<file path="config.mk">
export PLATFORM = sky130hd
export DESIGN_NAME = pc_sequencer
export DESIGN_NICKNAME = d
export VERILOG_FILES = /design/src/rtl/pc_sequencer.sv
export SDC_FILE = /design/constraint.sdc
export NUM_CORES = 1
export LEC_CHECK = 0
export ABC_AREA = 1
export BUFFER_PORTS_ARGS = -buffer_cell sky130_fd_sc_hd__buf_2
export CAP_MARGIN = 20
export CORE_MARGIN = 5
export CORE_UTILIZATION = 54
export DETAILED_ROUTE_END_ITERATION = 10
export PLACE_DENSITY_LB_ADDON = 0.25
export SYNTH_ARGS = -nofsm -noshare
export SYNTH_HDL_FRONTEND = slang
export SYNTH_SLANG_ARGS = --single-unit
</file>
<file path="constraint.sdc">
create_clock -name clk -period 3.9 [get_ports clk]
set_input_delay 0.78 -clock clk [delete_from_list [all_inputs] [get_ports clk]]
set_output_delay 0.78 -clock clk [all_outputs]
set_load 0.005 [all_outputs]
</file>
<file path="src/rtl/pc_sequencer.sv">
// pc_sequencer
//
// Program counter and instruction register sequencer with a RUN/HALT state
// machine. While running, the sequencer loads instructions into IR on the
// IL strobe, advances or jumps the PC as selected by PS, and counts the
// loaded instructions (saturating). An EOE request freezes everything in
// HALT until reset.
//
// Ports
//   clk         system clock, all updates on the rising edge
//   reset       synchronous active-high reset
//   PS[1:0]     PC select: 0 hold, 1 increment, 2 relative jump, 3 absolute jump
//   BC[1:0]     branch condition: 0 zero, 1 not-zero, 2 negative, 3 always
//   IL          instruction load strobe
//   EOE         end-of-execution request
//   zero, neg   ALU flags used by the branch condition
//   instrIn     instruction memory read data at address PC
//   absTarget   register-file value used for absolute jumps
//   PC          program counter / instruction memory address
//   IR          instruction register
//   opcode, Rd  IR[15:12] and IR[11:8]
//   pcLink      PC+1 (link value for JAL)
//   halted      high once end of execution has been accepted
//   instrCount  instructions loaded since reset, saturating at 16'hFFFF
module pc_sequencer (
  input  logic        clk,
  input  logic        reset,
  input  logic [1:0]  PS,
  input  logic [1:0]  BC,
  input  logic        IL,
  input  logic        EOE,
  input  logic        zero,
  input  logic        neg,
  input  logic [15:0] instrIn,
  input  logic [7:0]  absTarget,
  output logic [7:0]  PC,
  output logic [15:0] IR,
  output logic [3:0]  opcode,
  output logic [3:0]  Rd,
  output logic [7:0]  pcLink,
  output logic        halted,
  output logic [15:0] instrCount
);

  typedef enum logic {
    RUN  = 1'b0,
    HALT = 1'b1
  } state_t;

  state_t      state;
  state_t      stateNext;
  logic [7:0]  pcNext;
  logic [15:0] irNext;
  logic [15:0] countNext;
  logic        taken;

  // State register; reset wins over every other input, including in HALT.
  always_ff @(posedge clk) begin
    if (reset) begin
      state      <= RUN;
      PC         <= 8'h00;
      IR         <= 16'h0000;
      instrCount <= 16'h0000;
    end else begin
      state      <= stateNext;
      PC         <= pcNext;
      IR         <= irNext;
      instrCount <= countNext;
    end
  end

  // Branch condition evaluation from the current ALU flags.
  always_comb begin
    taken = 1'b0;
    unique case (BC)
      2'd0: taken = zero;
      2'd1: taken = ~zero;
      2'd2: taken = neg;
      2'd3: taken = 1'b1;
    endcase
  end

  // Next-state logic. The relative offset is the low byte of the IR already
  // held in the register, so a load on the same edge never affects the jump.
  // An 8-bit add of IR[7:0] is the same as adding its sign extension modulo 256.
  always_comb begin
    stateNext = state;
    pcNext    = PC;
    irNext    = IR;
    countNext = instrCount;
    if (state == RUN) begin
      if (EOE) begin
        stateNext = HALT;
      end else begin
        if (IL) begin
          irNext = instrIn;
          if (instrCount != 16'hFFFF) begin
            countNext = instrCount + 16'd1;
          end
        end
        unique case (PS)
          2'd0: pcNext = PC;
          2'd1: pcNext = PC + 8'd1;
          2'd2: pcNext = taken ? (PC + IR[7:0]) : (PC + 8'd1);
          2'd3: pcNext = absTarget;
        endcase
      end
    end
  end

  // Outputs derived only from registers, so no input reaches them combinationally.
  assign opcode = IR[15:12];
  assign Rd     = IR[11:8];
  assign pcLink = PC + 8'd1;
  assign halted = (state == HALT);

endmodule

</file>
==> results of run 1 <==
==> power breakdown <==
| part | switching (W) | internal [W] |
|---|---|---|
| combinational | 0.000105 | 0.0000768 |
| sequential | 0.0000243 | 0.000438 |
| clock | 0.000145 | 0.000186 |
==> metal layers <==
layer	track usage, %	wire [um]
met2	35.51	3041
met3	6.166	675
met4	5.743	77
met1	29.51	3095
met5	0	0
==> stage by stage <==
step	total power (W)	cells	hold slack, ns
after floorplan	0.0005833	405	0.4839
after CTS	0.0009818	555	0.5069
after global routing	0.001031	555	0.5358
after global placement	0.0006489	548	0.4759
final	0.0009748	555	0.4946
after detailed placement	0.0006523	548	0.4867
==> cells by family after synthesis <==
group / share of synthesized area [%]
and+or+nand+nor: 33.99
buffers and inverters: 11.38
xor gates and xnor gates: 4.297
AOI/OAI and AO/OA: 14.35
DFF: 30.97
adders and majority gates: 5.005
==> registers in the layout, summed over array words and instances, names as in the netlist <==
| name | flops |
|---|---|
| PC | 8 |
| instrCount | 16 |
| halted | 1 |
| IR | 16 |
==> worst min-delay path by stage <==
stage,cells past startpoint,slack (ns),to
final,2,0.49,halted$_SDFF_PP0_
after global routing,2,0.54,IR[6]$_SDFFE_PP0P_
after CTS,2,0.51,halted$_SDFF_PP0_
after detailed placement,2,0.49,halted$_SDFF_PP0_
after global placement,2,0.48,halted$_SDFF_PP0_
after floorplan,2,0.48,halted$_SDFF_PP0_
==> synth_stat cells (5+ instances only) <==
cell type	number
a21oi_1	26
ha_1	9
clkbuf_1	5
buf_4	8
dfxtp_1	41
xor2_1	7
nand4_1	8
xnor2_1	6
nor2_1	58
inv_1	50
nand3_1	30
nand2_2	5
o21ai_0	31
nand2_1	89
==> final cells by class <==
type / instances / area share, %
flip-flops and latches: 41 / 25.71
clock buffers: 5 / 2.155
clock inverters: 2 / 1.097
repair buffers: 91 / 14.34
inverters: 53 / 6.230
well taps: 67 / 2.625
multi-input cells: 296 / 47.85
==> critical path, stage by stage (launching register included) <==
cell and delay (ns):
dfxtp_1 0.52, nand2_1 0.12, nor2_1 0.23, or2_2 0.16, nand2_1 0.08, inv_1 0.07
buf_2 0.10
==> reports/qor.txt, run 1 <==
worst endpoint required time - 3.12 ns
Setup Buffers After CTS - 0
vias in the first global route - 2620
headroom to the max-slew limit - 52.92%
syn_nets - 449
most frequent cells in the layout - buf_2, nand2_1, nor2_1
setup violators final - 0
routed via count - 2867
HPWL after detailed placement - 5.295 mm
drt pass-1 iters - 4
First DRT Iteration DRCs - 278
Die Width - 80.06 um
clock buffer depth - 2
Synth area leaders - dfxtp_1, nand2_1, nor2_1
GRT overflow - 0
WL/cell - 12.41 um
DP Area - 0.003089 mm^2
Setup TNS - 0 ns
Peak VDD IR - 0.0002199 V
class of the most critical setup path - reg -> out
Crit Path Max Fanout - 8
area delta synth->final - 20.49%
Place WS - 1.276 ns
# rows - 25
Global Route Usage Sum - 22.24%
worst r2r src - halted$_SDFF_PP0_
CP Capture Type - output port
Mapped Avg Cell Area - 6.543 um^2
root buf cell - clkbuf_8
outcome - complete, no violations
Die Ht - 80.06 um
layout net count - 532
part of the cycle the worst path needs - 60.18%
H-tree Lvls - 2
Slew @ Worst Pin - 0.7018 ns
post-CTS resize count - 0
skew final - 0.004451 ns
CP Data Arrival Time - 1.57 ns
Final Core Density - 67.16%
Yosys reg bits - 41
DRC viols - 0
layout cell share with drive strength beyond 1 - 23.57%
CTS buffer count - 5
largest net degree at the start of global routing - 27
CTS tree - built
final wirelength - 6.890 mm
Die ar. - 0.006409 mm^2
Clk Latency, worst-skew pair - 0.29 ns
maxcap violations - 0
RSZ-0062 raised after global routing - no
final hold vios - 0
final RePlAce weighted congestion - 0.8552
I/O Buffers - 90
Slew Limit Fails - 0
post-synthesis cell type count - 31
Startpoint Class - register
TritonCTS Sinks - 41
leading area contributor after synthesis - dfxtp_1
Leakage - 1.624 nW
initial antenna violation count - 0
I/O Pins - 91
register area - 820.8 um^2
Max Freq - 426.1 MHz
Detail Route Antenna Nets - 0
final instance area - 0.003193 mm^2
async set-reset flop share out of synthesis - 0%
Pwr Density - 305.3 mW/mm^2
Yosys warnings - 0
core box area - 0.004755 mm^2
hold buffers post-CTS - 0
r2r setup slk - 1.80 ns
via/cell ratio - 5.166
post-synthesis cell area - 0.002650 mm^2
reg2reg path depth - 9
reg2reg end - instrCount[0]$_SDFFE_PP0P_
EDFF count, synth - 0
min-delay src - halted$_SDFF_PP0_
n_diodes - 0
Most used DFF post-synth - dfxtp_1
post-synthesis sequential area ratio - 30.97%
clock-pin slew on the worst setup and hold paths - 0.08 ns
Tmin final - 2.347 ns
area of the multi-input gates - 0.001528 mm^2
setup ws final - 1.553 ns
starting density of the core - 55.74%
first-pass GRT wire length - 11.52 mm
post-synth top area share - 30.97%
Filler Cells Inserted - 446
Hold WC Path Type - reg -> reg
CP startpoint - PC[2]$_SDFFE_PP0P_
commonest non-fill, non-tap cell in the layout - buf_2
end point of the critical path - pcLink[3]
Syn Inst Count - 405
(Power assumes the default switching activity.)
==> inputs of run 2 (changes only) <==
--- a/config.mk
+++ b/config.mk
@@ -9,7 +9,7 @@
 export BUFFER_PORTS_ARGS = -buffer_cell sky130_fd_sc_hd__buf_2
 export CAP_MARGIN = 20
 export CORE_MARGIN = 5
-export CORE_UTILIZATION = 54
+export CORE_UTILIZATION = 51
 export DETAILED_ROUTE_END_ITERATION = 10
 export PLACE_DENSITY_LB_ADDON = 0.25
 export SYNTH_ARGS = -nofsm -noshare
==> constraint.sdc (replaced) <==
create_clock -name clk -period 2.4 [get_ports clk]
set_input_delay 0.48 -clock clk [delete_from_list [all_inputs] [get_ports clk]]
set_output_delay 0.48 -clock clk [all_outputs]
set_load 0.005 [all_outputs]
==> run 2 against run 1 <==
Core utilization down 4.1 points. Largest cell class unchanged. Critical path type unchanged. Non-clock buffer count up 2. Routed wire length up 0.68%. Global-route usage down 1.5 points. Cell count up 0.90%. Largest power group unchanged.
==> reports/qor.txt, run 2 (same netlist as run 1, synthesis figures left out) <==
outcome - complete, no violations (unchanged)
Max Freq - 507.9 MHz
Final Core Density - 63.02% (was 67.16%)
Die Width - 82.09 um (was 80.06 um)
clock-pin slew on the worst setup and hold paths - 0.08 ns (about the same)
Pwr Density - 468.5 mW/mm^2 (was 305.3 mW/mm^2)
Setup Buffers After CTS - 0 (unchanged)
via/cell ratio - 5.091 (was 5.166)
setup violators final - 0 (unchanged)
Slew Limit Fails - 0 (unchanged)
Setup TNS - 0 ns (unchanged)
min-delay src - EOE (was halted$_SDFF_PP0_)
GRT overflow - 0 (unchanged)
Clk Latency, worst-skew pair - 0.28 ns (was 0.29 ns)
DRC viols - 0 (unchanged)
core box area - 0.005075 mm^2 (was 0.004755 mm^2)
CTS buffer count - 5 (unchanged)
RSZ-0062 raised after global routing - no (unchanged)
sequential share of power - 50.1% (was 47.4%)
n_diodes - 0 (unchanged)
Die Ht - 82.09 um (was 80.06 um)
drt pass-1 iters - 5 (was 4)
Post-Layout Cell Count - 560 (was 555)
Final Power - 0.001498 W (was 0.0009748 W)
final wirelength - 6.937 mm (was 6.890 mm)
reg2reg path depth - 11 (was 9)
Tmin final - 1.969 ns
final RePlAce weighted congestion - 0.8361 (was 0.8552)
# rows - 26 (was 25)
Detail Route Antenna Nets - 0 (unchanged)
Leakage - 1.623 nW (was 1.624 nW)
routed via count - 2851 (was 2867)
WHS Endpoint - halted$_SDFF_PP0_ (unchanged)
worst r2r src - instrCount[0]$_SDFFE_PP0P_ (was halted$_SDFF_PP0_)
TritonCTS Sinks - 41 (unchanged)
skew final - 0.003513 ns (was 0.004451 ns)
reg2reg end - instrCount[0]$_SDFFE_PP0P_ (unchanged)
initial antenna violation count - 0 (unchanged)
DP Area - 0.003108 mm^2 (was 0.003089 mm^2)
final instance area - 0.003198 mm^2 (was 0.003193 mm^2)
clock buffer depth - 2 (unchanged)
Filler Cells Inserted - 498 (was 446)
area delta synth->final - 20.68% (was 20.49%)
Die ar. - 0.006738 mm^2 (was 0.006409 mm^2)
root buf cell - clkbuf_8 (unchanged)
first-pass GRT wire length - 11.26 mm (was 11.52 mm)
headroom to the max-slew limit - 55.27% (was 52.92%)
Hold WC Path Type - in -> reg (was reg -> reg)
H-tree Lvls - 2 (unchanged)
part of the cycle the worst path needs - 82.04%
Crit Path Max Fanout - 9 (was 8)
NetSw - 0.0004322 W (was 0.0002742 W)
starting density of the core - 52.22% (was 55.74%)
hold path depth - 3 (was 2)
I/O Pins - 91 (unchanged)
Startpoint Class - register (unchanged)
First DRT Iteration DRCs - 187 (was 278)
largest net degree at the start of global routing - 27 (unchanged)
Internal - 0.001066 W (was 0.0007006 W)
Regs by FF count - IR x16, instrCount x16, PC x8 (unchanged)
r2r setup slk - 0.57 ns (was 1.80 ns)
post-CTS resize count - 0 (unchanged)
Cells after DPL - 553 (was 548)
CP Capture Type - output port (unchanged)
final hold vios - 0 (unchanged)
vias in the first global route - 2474 (was 2620)
most frequent cells in the layout - buf_2, nand2_1, nor2_1 (unchanged)
Global Route Usage Sum - 20.77% (was 22.24%)
I/O Buffers - 90 (unchanged)
Clock Power Share - 29.9% (was 34.0%)
CTS tree - built (unchanged)
class of the most critical setup path - reg -> out (unchanged)
WL/cell - 12.39 um (was 12.41 um)
hold buffers post-CTS - 0 (unchanged)
worst endpoint required time - 1.92 ns (was 3.12 ns)
Peak VDD IR - 0.0003530 V (was 0.0002199 V)
Slew @ Worst Pin - 0.6702 ns (was 0.7018 ns)
sw frac - 28.85% (was 28.13%)
CP Data Arrival Time - 1.49 ns (was 1.57 ns)
maxcap violations - 0 (unchanged)
power share of the combinational group - 20.0% (was 18.6%)
layout net count - 534 (was 532)
layout cell share with drive strength beyond 1 - 23.88% (was 23.57%)
HPWL after detailed placement - 5.428 mm (was 5.295 mm)
commonest non-fill, non-tap cell in the layout - buf_2 (unchanged)
==> run 2: cell count changes in the layout (fill, tap and decap cells not counted), sizes merged <==
cell      previous run  this run
clkbuf               5         6
clkinv               3         2
clkinvlp             0         1
buf                 91        93
bufinv               1         0
==> run 2: worst max path at each step <==
stage	startpoint	endpoint	slack [ns]	cells past startpoint
after floorplan	PC[0]$_SDFFE_PP0P_	PC[4]$_SDFFE_PP0P_	0.76	11
after global placement	PC[0]$_SDFFE_PP0P_	PC[4]$_SDFFE_PP0P_	0.60	11
after detailed placement	PC[0]$_SDFFE_PP0P_	PC[4]$_SDFFE_PP0P_	0.61	11
after CTS	PC[2]$_SDFFE_PP0P_	pcLink[3]	0.45	6
after global routing	PC[0]$_SDFFE_PP0P_	pcLink[3]	0.33	6
final	PC[3]$_SDFFE_PP0P_	pcLink[7]	0.43	6
==> run 2: critical path: stages, from the launching register on <==
cell and delay, ns:
dfxtp_1 0.55, nand2_1 0.13, nor2_1 0.20, nand2_1 0.07, nand2_1 0.07, nand2_1 0.07, buf_2 0.13
==> run 2: layout make-up <==
cell class	instances	area, um^2	share of cell area, %
Tap cell	70	87.58	2.739
Sequential cell	41	820.8	25.67
Clock buffer	6	82.58	2.582
Multi-Input combinational cell	296	1528	47.77
Timing Repair Buffer	93	473.0	14.79
Clock inverter	1	7.507	0.2347
Inverter	53	198.9	6.221
==> run 2: per-layer routing <==
| layer | routed length [um] | global-route usage, % | vias to the layer above |
|---|---|---|---|
| li1 | - | - | 1462 |
| met1 | 3278 | 28.49 | 1276 |
| met2 | 3077 | 34.98 | 111 |
| met3 | 554 | 3.289 | 2 |
| met4 | 25 | 2.990 | 0 |
| met5 | 0 | 0 | - |
==> run 2: metrics by stage <==
| step | hold WS (ns) | setup WS [ns] |
|---|---|---|
| after CTS | 0.4351 | 0.4497 |
| final | 0.4371 | 0.4312 |
| after detailed placement | 0.4815 | 0.6123 |
| after floorplan | 0.4839 | 0.7569 |
| after global routing | 0.4420 | 0.3251 |
| after global placement | 0.4787 | 0.6036 |
==> run 2: power groups by stage <==
stage,Sequential (W),Clock [W],Combinational (W)
after floorplan,0.000760,0,0.000188
after global placement,0.000764,0,0.000292
after detailed placement,0.000766,0,0.000298
after CTS,0.000750,0.000457,0.000300
after global routing,0.000757,0.000492,0.000339
final,0.000750,0.000449,0.000299
